<file path="config.mk">
export PLATFORM = sky130hd
export DESIGN_NAME = pxs_stream_gen_flat
export DESIGN_NICKNAME = d
export VERILOG_FILES = /design/src/rtl/pxs_pkg.sv /design/src/rtl/pxs_stream_gen_if.sv /design/src/rtl/pxs_timing_counter.sv /design/src/rtl/pxs_stream_gen.sv /design/src/flat_wrapper.sv
export SDC_FILE = /design/constraint.sdc
export NUM_CORES = 1
export LEC_CHECK = 0
export ABC_AREA = 1
export CORE_MARGIN = 10
export CORE_UTILIZATION = 45
export CTS_CLUSTER_DIAMETER = 120
export DETAILED_ROUTE_END_ITERATION = 8
export GPL_ROUTABILITY_DRIVEN = 1
export GPL_TIMING_DRIVEN = 1
export PLACE_DENSITY = 0.7
export SYNTH_ARGS = -nofsm -noshare
export SYNTH_HDL_FRONTEND = slang
export SYNTH_SLANG_ARGS = --single-unit
</file>
<file path="constraint.sdc">
create_clock -name px_clk -period 2.8 [get_ports px_clk]
set_input_delay 0.28 -clock px_clk [delete_from_list [all_inputs] [get_ports px_clk]]
set_output_delay 0.28 -clock px_clk [all_outputs]
set_load 0.005 [all_outputs]
</file>
<file path="src/rtl/pxs_pkg.sv">
// Shared stream layout and default 640x480 timing for the pixel stream generator.
package pxs_pkg;

  localparam int unsigned STR_W   = 26;
  localparam int unsigned COORD_W = 10;

  localparam int unsigned ACT_BIT = 0;
  localparam int unsigned VS_BIT  = 1;
  localparam int unsigned HS_BIT  = 2;
  localparam int unsigned YC_LSB  = 3;
  localparam int unsigned YC_MSB  = 12;
  localparam int unsigned XC_LSB  = 13;
  localparam int unsigned XC_MSB  = 22;
  localparam int unsigned R_BIT   = 23;
  localparam int unsigned G_BIT   = 24;
  localparam int unsigned B_BIT   = 25;

  localparam int unsigned DEF_H_VIS  = 640;
  localparam int unsigned DEF_H_FP   = 16;
  localparam int unsigned DEF_H_SYNC = 96;
  localparam int unsigned DEF_H_BP   = 48;
  localparam int unsigned DEF_V_VIS  = 480;
  localparam int unsigned DEF_V_FP   = 10;
  localparam int unsigned DEF_V_SYNC = 2;
  localparam int unsigned DEF_V_BP   = 33;

  // Packed MSB-first so the struct overlays the 26-bit stream word bit for bit.
  typedef struct packed {
    logic [2:0]         bgr;
    logic [COORD_W-1:0] xc;
    logic [COORD_W-1:0] yc;
    logic               hs;
    logic               vs;
    logic               active;
  } pxs_word_t;

endpackage

</file>
<file path="src/rtl/pxs_stream_gen_if.sv">
// Pixel stream bundle: 26-bit stream word plus start-of-frame pulse.
interface pxs_stream_gen_if;
  import pxs_pkg::*;

  logic [STR_W-1:0] RGBStr_o;
  logic             frame_o;

  modport master (output RGBStr_o, output frame_o);
  modport slave  (input  RGBStr_o, input  frame_o);
endinterface

</file>
<file path="src/rtl/pxs_timing_counter.sv">
// Wrapping 0..LIMIT-1 counter with a registered strobe that is high while count sits at LIMIT-1.
module pxs_timing_counter #(
  parameter int unsigned LIMIT = 800,
  parameter int unsigned CNT_W = 10
) (
  input  logic             px_clk,
  input  logic             rst_n,
  input  logic             en,
  output logic [CNT_W-1:0] count,
  output logic             wrap
);

  localparam logic [CNT_W-1:0] LAST = CNT_W'(LIMIT - 1);

  logic [CNT_W-1:0] count_nxt;

  always_comb begin
    count_nxt = count;
    if (en) begin
      count_nxt = (count == LAST) ? '0 : count + 1'b1;
    end
  end

  // The strobe is computed from the next count so it lines up with count==LAST, not one cycle behind.
  always_ff @(posedge px_clk or negedge rst_n) begin
    if (!rst_n) begin
      count <= '0;
      wrap  <= (LAST == '0);
    end else begin
      count <= count_nxt;
      wrap  <= (count_nxt == LAST);
    end
  end

endmodule

</file>
<file path="src/rtl/pxs_stream_gen.sv">
// Raster timing generator producing a registered 26-bit pixel stream and frame pulse.
// Optional 8-bar colour test pattern is compiled in with `define PXS_TESTPATTERN_EN.
module pxs_stream_gen
  import pxs_pkg::*;
#(
  parameter int unsigned H_VIS    = DEF_H_VIS,
  parameter int unsigned H_FP     = DEF_H_FP,
  parameter int unsigned H_SYNC   = DEF_H_SYNC,
  parameter int unsigned H_BP     = DEF_H_BP,
  parameter int unsigned V_VIS    = DEF_V_VIS,
  parameter int unsigned V_FP     = DEF_V_FP,
  parameter int unsigned V_SYNC   = DEF_V_SYNC,
  parameter int unsigned V_BP     = DEF_V_BP,
  parameter bit          SYNC_POL = 1'b0
) (
  input  logic              px_clk,
  input  logic              rst_n,
  pxs_stream_gen_if.master  str
);

  localparam int unsigned H_TOT = H_VIS + H_FP + H_SYNC + H_BP;
  localparam int unsigned V_TOT = V_VIS + V_FP + V_SYNC + V_BP;

  if (H_TOT > 1024 || V_TOT > 1024) begin : g_timing_range_check
    $fatal(1, "pxs_stream_gen: line or frame total exceeds the 10-bit coordinate range");
  end

  localparam pxs_word_t RST_WORD = '{
    bgr:    '0,
    xc:     '0,
    yc:     '0,
    hs:     ~SYNC_POL,
    vs:     ~SYNC_POL,
    active: 1'b0
  };

  logic [COORD_W-1:0] h_cnt;
  logic [COORD_W-1:0] v_cnt;
  logic               h_wrap;
  logic               v_wrap;
  int unsigned        hc_u;
  int unsigned        vc_u;
  pxs_word_t          word_nxt;
  pxs_word_t          word_q;
  logic               first_q;
  logic               frame_q;

  pxs_timing_counter #(
    .LIMIT (H_TOT),
    .CNT_W (COORD_W)
  ) u_hcnt (
    .px_clk (px_clk),
    .rst_n  (rst_n),
    .en     (1'b1),
    .count  (h_cnt),
    .wrap   (h_wrap)
  );

  pxs_timing_counter #(
    .LIMIT (V_TOT),
    .CNT_W (COORD_W)
  ) u_vcnt (
    .px_clk (px_clk),
    .rst_n  (rst_n),
    .en     (h_wrap),
    .count  (v_cnt),
    .wrap   (v_wrap)
  );

  always_comb begin
    hc_u = 32'(h_cnt);
    vc_u = 32'(v_cnt);
  end

`ifdef PXS_TESTPATTERN_EN
  localparam int unsigned BAR_W = (H_VIS >= 8) ? H_VIS / 8 : 1;
  int unsigned bar_idx;
  always_comb begin
    bar_idx = hc_u / BAR_W;
  end
`endif

  always_comb begin
    word_nxt        = '0;
    word_nxt.xc     = h_cnt;
    word_nxt.yc     = v_cnt;
    word_nxt.active = (hc_u < H_VIS) && (vc_u < V_VIS);
    word_nxt.hs     = ((hc_u >= H_VIS + H_FP) && (hc_u < H_VIS + H_FP + H_SYNC)) ? SYNC_POL : ~SYNC_POL;
    word_nxt.vs     = ((vc_u >= V_VIS + V_FP) && (vc_u < V_VIS + V_FP + V_SYNC)) ? SYNC_POL : ~SYNC_POL;
`ifdef PXS_TESTPATTERN_EN
    if (word_nxt.active && bar_idx < 8) begin
      word_nxt.bgr = 3'(7 - bar_idx);
    end
`endif
  end

  // first_q tracks "counters are at (0,0)" using the wrap strobes instead of a 20-bit compare.
  always_ff @(posedge px_clk or negedge rst_n) begin
    if (!rst_n) begin
      word_q  <= RST_WORD;
      first_q <= 1'b1;
      frame_q <= 1'b0;
    end else begin
      word_q  <= word_nxt;
      first_q <= h_wrap & v_wrap;
      frame_q <= first_q;
    end
  end

  assign str.RGBStr_o = word_q;
  assign str.frame_o  = frame_q;

endmodule

</file>
<file path="src/flat_wrapper.sv">
// flat-port wrapper written by rule: the top's interface ports become plain ports
module pxs_stream_gen_flat import pxs_pkg::*;
#(
  parameter int unsigned H_VIS    = DEF_H_VIS,
  parameter int unsigned H_FP     = DEF_H_FP,
  parameter int unsigned H_SYNC   = DEF_H_SYNC,
  parameter int unsigned H_BP     = DEF_H_BP,
  parameter int unsigned V_VIS    = DEF_V_VIS,
  parameter int unsigned V_FP     = DEF_V_FP,
  parameter int unsigned V_SYNC   = DEF_V_SYNC,
  parameter int unsigned V_BP     = DEF_V_BP,
  parameter bit          SYNC_POL = 1'b0
)
  (px_clk, rst_n, str_RGBStr_o, str_frame_o);
  pxs_stream_gen_if str_i ();
  input  logic px_clk;
  input  logic rst_n;
  output wire logic [$bits(str_i.RGBStr_o)-1:0] str_RGBStr_o;
  output wire logic [$bits(str_i.frame_o)-1:0] str_frame_o;
  assign str_RGBStr_o = str_i.RGBStr_o;
  assign str_frame_o = str_i.frame_o;
  pxs_stream_gen #(.H_VIS(H_VIS), .H_FP(H_FP), .H_SYNC(H_SYNC), .H_BP(H_BP), .V_VIS(V_VIS), .V_FP(V_FP), .V_SYNC(V_SYNC), .V_BP(V_BP), .SYNC_POL(SYNC_POL)) u_core (.px_clk(px_clk), .rst_n(rst_n), .str(str_i));
endmodule
</file>
==> results of run 1 <==
-- worst max-delay path by stage --
stage                           start            endpoint  slack [ns]  depth (start not counted)
5_1_grt        u_core.u_vcnt.count[1]  u_core.u_vcnt.wrap        1.07                         10
6_report       u_core.str.RGBStr_o[1]     str_RGBStr_o[1]        1.20                          1
3_5_place_dp   u_core.u_vcnt.count[0]  u_core.u_vcnt.wrap        1.26                         10
2_1_floorplan  u_core.u_vcnt.count[0]  u_core.u_vcnt.wrap        1.46                         10
3_3_place_gp   u_core.u_vcnt.count[0]  u_core.u_vcnt.wrap        1.26                         10
4_1_cts        u_core.str.RGBStr_o[2]     str_RGBStr_o[2]        1.19                          1
-- layout by cell type (no fill, tap or decap) --
cell,n
buf_2,1
nor2_1,24
nor2_4,2
dfrtp_1,44
nor3_1,4
o21ai_1,1
nand2_2,3
clkbuf_1,1
clkdlybuf4s50_1,24
nor2_2,4
clkinv_2,1
nand2_1,36
a21oi_1,1
clkinvlp_4,1
xnor2_1,1
inv_2,2
xor2_1,4
nand3_1,13
dfstp_2,3
clkbuf_8,5
ha_1,5
nand3b_1,2
nand3_2,3
inv_1,32
o21bai_1,1
o21ai_0,7
nand4_1,3
conb_1,3
nor3_2,2
-- cell type report --
| cell class | count | area [um^2] | area share [%] |
|---|---|---|---|
| repair buffers | 25 | 245.2 | 10.52 |
| multi-input cells | 119 | 630.6 | 27.05 |
| clock inverters | 2 | 12.51 | 0.5368 |
| well taps | 50 | 62.56 | 2.684 |
| inverters | 34 | 127.6 | 5.475 |
| clock buffers | 6 | 72.57 | 3.113 |
| flip-flops and latches | 47 | 1180 | 50.62 |
-- registers in the layout, summed over array words and instances, names as in the netlist --
name and cells:
u_core.first_q 1, u_core.u_vcnt.wrap 1, u_core.str.RGBStr_o 23, u_core.str.frame_o 1, u_core.u_vcnt.count 10, u_core.u_hcnt.wrap 1
u_core.u_hcnt.count 10
-- per-stage QoR --
stage | area (um^2) | instances
floorplan | 1968 | 204
global placement | 2246 | 275
detailed placement | 2246 | 275
CTS | 2331 | 283
global route | 2331 | 283
finish | 2331 | 283
-- power by group --
part	total (uW)	internal, uW	switching (uW)
Clock	398	175	223
Sequential	678	678	0
Combinational	13.5	0.506	12.9
-- synthesized netlist by cell type, types with 2 or more instances --
library cell and number:
nand2_2 3, nand4_1 3, inv_2 2, buf_4 4, nor3_2 2, nand3_2 3, nand3_1 13, nand2_1 36
nor2_1 24, nor3_1 4, dfrtp_1 44, xor2_1 4, nor2_2 4, o21ai_0 7, dfstp_2 3, nand3b_1 2
nor2_4 2, ha_1 5, inv_1 32
-- routing by layer --
layer	track usage [%]	vias to the layer above	wire [um]
li1	-	676	-
met1	12.83	644	1640
met2	14.74	40	1511
met3	4.163	5	287
met4	4.940	0	64
met5	0	-	0
-- worst register-to-register path, stage by stage (launching register included) --
cell and delay (ns):
dfrtp_1 0.43, ha_1 0.25, nand3_2 0.13, nor2_1 0.16
nand2_1 0.08, nand2_1 0.07, nand3_1 0.09, nor2_1 0.13
nand2_1 0.07, nor2_1 0.07
-- cell families (layout without fill, tap and decap cells) --
| kind of cell | count (synthesis) | count (layout) | synth area share, % |
|---|---|---|---|
| buf+inv | 38 | 67 | 8.041 |
| fa+ha+maj | 5 | 5 | 3.191 |
| compound gates | 10 | 10 | 2.680 |
| simple gates | 96 | 96 | 23.48 |
| other cells | 1 | 3 | 0.1913 |
| flops | 47 | 47 | 60.18 |
| xor+xnor | 5 | 5 | 2.233 |
==> metrics.log, run 1 <==
INFO  metric final.fill_count = about 370
INFO  metric portBuffers = 25
INFO  metric finalSetupTns = 0 ns
INFO  metric vias = between 1000 and 1500
INFO  metric synth_seq_area_share = 60.18%
INFO  metric die_area = 7397 um^2
INFO  metric final-max-slew-violation-count = 0
INFO  metric holdWs = 0.1314 ns
INFO  metric cts_num_sinks = 47
INFO  metric wl_per_cell = roughly 12 um
INFO  metric max-vdd-ir-drop = roughly 220 uV
INFO  metric drtPass1Iterations = 4
INFO  metric setup_violations = 0
INFO  metric layout.core_utilization = between 50 and 60%
INFO  metric synth-seq-cells = 47
INFO  metric finalWirelength = about 3500 um
INFO  metric clock_tree.htree_level_count = 2
INFO  metric rsz0062_at_grt = false
INFO  metric antenna_cells = 0
INFO  metric number_of_hold_violations_in_the_final_report = 0
INFO  metric worstPathCellList = clkdlybuf4s50_1
INFO  metric die_height = ~86 um
INFO  metric timing.final.crit_period = roughly 1.6 ns
INFO  metric number_of_global_route_vias_before_repair = roughly 1300
INFO  metric chipWidth = between 80 and 90 um
INFO  metric cts_bufs_inserted = 5
INFO  metric postCtsResizedCells = 0
INFO  metric cts_hold_repair.buffers = 0
INFO  metric grt_start_max_net_pins = 48
INFO  metric grt.total_usage = slightly above 10%
INFO  metric clk_root_buffer_cell = clkbuf_8
INFO  metric global_route_wire_length_before_repair = 6168 um
INFO  metric worst-path-max-fanout = 1
INFO  metric critical_path.n_buffers_inverters = 1
INFO  metric initial_utilization = between 40 and 50%
INFO  metric hp-class = primary input to async pin
INFO  metric cts.repair_timing.setup_buffer_count = 0
INFO  metric dpl_worst_slack = 1.256 ns
INFO  metric rrSetupSlack = 1.24 ns
INFO  metric place_hpwl = approximately 2600 um
INFO  metric result_of_the_run = complete, no violations
INFO  metric cts_tree = done
INFO  metric synth-edff-count = 0
INFO  metric antenna_found_initial = 0
INFO  metric detail_route.drc_violations = 0
INFO  metric synth_cell_type_count = 24
INFO  metric cpLargestDelayFamily = flip-flops
INFO  metric timing.critical_path.slowest_stage_cell = dfstp_2
INFO  metric p_per_area = 467.4 nW/um^2
INFO  metric share_of_flip_flops_with_an_asynchronous_set_or_reset = 100.0%
INFO  metric worst_skew_pair.late_latency = 0.30 ns
INFO  metric synthToLayoutAreaGrowth = 18.89%
INFO  metric static_leakage = between 0.001 and 0.0015 uW
INFO  metric start_kind = flop
INFO  metric num-nets-final = between 200 and 250
INFO  metric max-slew-margin-rel = roughly a third
INFO  metric setup_slack = 1.205 ns
INFO  metric violation_count_after_the_first_detailed_route_iteration = 84
INFO  metric fin_total_pwr = ~1100 uW
INFO  metric synthesis.area = a little under 2000 um^2
INFO  metric vias_per_cell = between 4 and 5
INFO  metric critical_path.endpoint_type = primary output
INFO  metric yosys_warnings = 0
INFO  metric netlist_top_cells_area = dfrtp_1 56%, nand2_1 6.9%, inv_1 6.1%
INFO  metric synth_top_area_share = 56.16%
INFO  metric drive_gt1_share = roughly 12%
INFO  metric cp.required = approximately 2.5 ns
INFO  metric synth.largest_area_cell = dfrtp_1
INFO  metric io_pins = 29
INFO  metric worstMarginPinSlew = slightly below 1 ns
INFO  metric dominantRegCellSynth = dfrtp_1
INFO  metric syn_avg_cell_area = approximately 9.7 um^2
INFO  metric critPathMaxStageDelay = between 0.5 and 0.6 ns
INFO  metric max-cap-violations = 0
INFO  metric cp_data_arrival_time = approximately 1.3 ns
INFO  metric crit_type = flop to primary output
INFO  metric final_antenna_net_count = 0
INFO  metric synthCells = roughly 200
INFO  metric cts_max_path_buffers = 2
INFO  metric worstRegToRegCells = 9
INFO  metric fmax = about 630 MHz
INFO  metric clk_transition_reported_paths = around 0.09 ns
INFO  metric min_period_over_period = 56.96%
INFO  metric fp-row-count = 23
INFO  metric place.gp.congestion = between 0.8 and 0.9
INFO  metric timing.clock.skew = slightly below 0.005 ns
INFO  metric critical_path.reg2reg.endpoint = u_core.u_hcnt.wrap
INFO  metric grt.overflow.total = 0
INFO  metric regToRegStartpoint = u_core.u_hcnt.count[1]
INFO  metric core-area = around 4000 um^2
No activity file was read; power rests on OpenSTA's default activity.
==> inputs of run 2 (changes only) <==
==> constraint.sdc (replaced) <==
create_clock -name px_clk -period 1.49 [get_ports px_clk]
set_input_delay 0.149 -clock px_clk [delete_from_list [all_inputs] [get_ports px_clk]]
set_output_delay 0.149 -clock px_clk [all_outputs]
set_load 0.005 [all_outputs]
==> metrics.log, run 2 (synthesis gave the netlist of run 1 again) <==
INFO  metric result_of_the_run = finished with violations (was complete, no violations)
INFO  metric violation_count_after_the_first_detailed_route_iteration = 95 (was 84)
INFO  metric final_common_cell = dfrtp_1 (unchanged)
INFO  metric timing.critical_path.to = u_core.u_vcnt.wrap (was str_RGBStr_o[1])
INFO  metric clock_tree.htree_level_count = 2 (unchanged)
INFO  metric critical_path.reg2reg.endpoint = u_core.u_vcnt.wrap (was u_core.u_hcnt.wrap)
INFO  metric detail_route.drc_violations = 0 (unchanged)
INFO  metric finalWirelength = 3828 um (was 3503 um)
INFO  metric final-seq-area = 1180 um^2 (unchanged)
INFO  metric synthToLayoutAreaGrowth = 30.06% (was 18.89%)
INFO  metric setup_slack = -0.01123 ns (was 1.205 ns)
INFO  metric timing.critical_path.slowest_stage_cell = dfrtp_1 (was dfstp_2)
INFO  metric switching_share = 19.41% (was 21.66%)
INFO  metric clk_root_buffer_cell = clkbuf_8 (unchanged)
INFO  metric drive_gt1_share = 21.95% (was 11.59%)
INFO  metric place_hpwl = 2788 um (was 2583 um)
INFO  metric cts_num_sinks = 47 (unchanged)
INFO  metric cp.required = 1.73 ns (was 2.52 ns)
INFO  metric crit_path_start = u_core.u_vcnt.count[0] (was u_core.str.RGBStr_o[1])
INFO  metric start_kind = flop (unchanged)
INFO  metric cts_max_path_buffers = 2 (unchanged)
INFO  metric antenna_found_initial = 0 (unchanged)
INFO  metric vias = 1441 (was 1365)
INFO  metric dpl_worst_slack = -0.01937 ns (was 1.256 ns)
INFO  metric max-cap-violations = 0 (unchanged)
INFO  metric holdWs = 0.2970 ns (was 0.1314 ns)
INFO  metric post_dp_area = 2311 um^2 (was 2246 um^2)
INFO  metric post-place-cells = 282 (was 275)
INFO  metric critical_path.endpoint_type = flop (was primary output)
INFO  metric p_per_area = 888.1 nW/um^2 (was 467.4 nW/um^2)
INFO  metric timing.final.crit_period = between 1.5 and 2 ns
INFO  metric p_sw = 439.6 uW (was 236.0 uW)
INFO  metric static_leakage = 0.001227 uW (was 0.001136 uW)
INFO  metric rsz0062_at_grt = true (was false)
INFO  metric share_clk_of_total_power = 42.2% (was 36.5%)
INFO  metric cp_data_arrival_time = 1.75 ns (was 1.32 ns)
INFO  metric fp-row-count = 23 (unchanged)
INFO  metric chipWidth = 86.01 um (unchanged)
INFO  metric number_of_global_route_vias_before_repair = 1463 (was 1325)
INFO  metric setup_violations = 1 (was 0)
INFO  metric vias_per_cell = 4.868 (was 4.823)
INFO  metric die_area = 7397 um^2 (unchanged)
INFO  metric internal_power_consumption = 1825 uW (was 853.5 uW)
INFO  metric timing.clock.skew = 0.008900 ns (was 0.004960 ns)
INFO  metric regToRegStartpoint = u_core.u_vcnt.count[0] (was u_core.u_hcnt.count[1])
INFO  metric final.fill_count = 342 (was 371)
INFO  metric antenna_cells = 0 (unchanged)
INFO  metric io_pins = 29 (unchanged)
INFO  metric clk_transition_reported_paths = 0.09 ns (about the same)
INFO  metric max-vdd-ir-drop = 608.1 uV (was 223.6 uV)
INFO  metric final-max-slew-violation-count = 0 (unchanged)
INFO  metric grt_start_max_net_pins = 33 (was 48)
INFO  metric max_reg_flops = 23 (unchanged)
INFO  metric worst_skew_pair.late_latency = 0.30 ns (about the same)
INFO  metric design_area = 2550 um^2 (was 2331 um^2)
INFO  metric worst-path-max-fanout = 3 (was 1)
INFO  metric global_route_wire_length_before_repair = 6568 um (was 6168 um)
INFO  metric layoutNonFillerInstCount = 296 (was 283)
INFO  metric die_height = 86.01 um (unchanged)
INFO  metric min_period_over_period = 100.8%
INFO  metric worstRegToRegCells = 10 (was 9)
INFO  metric place.gp.congestion = 0.9272 (was 0.8827)
INFO  metric comb_power_share = 1.5% (was 1.2%)
INFO  metric multiInputGateArea = 699.4 um^2 (was 630.6 um^2)
INFO  metric mostFrequentLayoutCells = 44 x dfrtp_1, 32 x nand2_1, 30 x inv_1 (was 44 x dfrtp_1, 36 x nand2_1, 32 x inv_1)
INFO  metric num-nets-final = 252 (was 239)
INFO  metric grt.total_usage = 10.90% (was 10.20%)
INFO  metric layout.core_utilization = 61.96% (was 56.64%)
INFO  metric hp-class = primary input to async pin (unchanged)
INFO  metric rrSetupSlack = -0.01 ns (was 1.24 ns)
INFO  metric critPathMaxStageDelay = 0.42 ns (was 0.52 ns)
INFO  metric crit_type = flop to flop (was flop to primary output)
INFO  metric cts_tree = done (unchanged)
INFO  metric power.sequential.fraction = 56.3% (was 62.3%)
INFO  metric cts_bufs_inserted = 5 (unchanged)
INFO  metric portBuffers = 25 (unchanged)
INFO  metric worstPathCellList = ha_1 > nand2_1 > nor2_4 > nor2_1 > nor2_1 > nand2_2 > nand2_2 > nor2_2 > nand3_2 > nor2_2 (was clkdlybuf4s50_1)
INFO  metric core-area = 4115 um^2 (unchanged)
INFO  metric number_of_hold_violations_in_the_final_report = 0 (unchanged)
INFO  metric grt.overflow.total = 0 (unchanged)
INFO  metric fmax = between 600 and 700 MHz
INFO  metric wl_per_cell = 12.93 um (was 12.38 um)
INFO  metric initial_utilization = 47.64% (unchanged)
INFO  metric drtPass1Iterations = 4 (unchanged)
INFO  metric violated_checks = negative setup slack
INFO  metric final_antenna_net_count = 0 (unchanged)
-- run 2: cell types whose count changed in the layout (fill, tap and decap cells not counted), moves of 3 or more --
cell     change
buf_4       +11
nand2_1      -4
nand2_2      +3
nor2_1       -3
nor2_2       +3
-- run 2: per-layer routing --
layer	up-vias	wire length, um	track usage (%)
li1	704	-	-
met1	685	1641	13.00
met2	44	1784	16.36
met3	8	300	4.257
met4	0	102	6.138
met5	-	0	0
-- run 2: worst max-delay path: cells and delay by family (launching register included) --
| kind | cells | cell delay, ns |
|---|---|---|
| adders and majority gates | 1 | 0.24 |
| and+or+nand+nor | 9 | 0.79 |
| DFF | 1 | 0.42 |
-- run 2: final cells by class --
class | count | share of cell area, %
flip-flops and latches | 47 | 46.27
multi-input cells | 119 | 27.43
repair buffers | 38 | 14.23
inverters | 34 | 5.005
clock buffers | 6 | 3.238
well taps | 50 | 2.453
clock inverters | 2 | 1.374
-- run 2: worst min-delay path by stage --
| stage | start | endpoint | cells after the start |
|---|---|---|---|
| final | rst_n | u_core.str.RGBStr_o[19] | 2 |
| after floorplan | rst_n | u_core.str.RGBStr_o[0] | 0 |
| after global placement | rst_n | u_core.str.RGBStr_o[19] | 1 |
| after global routing | rst_n | u_core.str.RGBStr_o[19] | 2 |
| after CTS | rst_n | u_core.str.RGBStr_o[19] | 2 |
| after detailed placement | rst_n | u_core.str.RGBStr_o[19] | 1 |
-- run 2: through the flow --
| stage | setup TNS (ns) | total power [uW] |
|---|---|---|
| after global placement | 0 | 1333 |
| after global routing | -0.1075 | 2354 |
| after floorplan | 0 | 1308 |
| final | -0.01123 | 2265 |
| after CTS | 0 | 2296 |
| after detailed placement | -0.01937 | 1334 |
-- run 2: repair_timing --
item / in CTS / in global routing
hold buffers: 1 / 0
pin swaps: 0 / 6
setup buffers: 2 / 3
endpoints found under the hold margin: 15 / 0
endpoints found under the setup margin: 1 / 4
cloned: 0 / 0
resized for setup: 1 / 20
-- run 2: power by group through the flow --
stage          clock [uW]  sequential, uW  combinational, uW
3_5_place_dp            0            1300               34.5
5_1_grt              1040            1270               41.6
3_3_place_gp            0            1300               33.5
4_1_cts               985            1270               36.6
2_1_floorplan           0            1300               7.35
6_report              956            1270               34.2
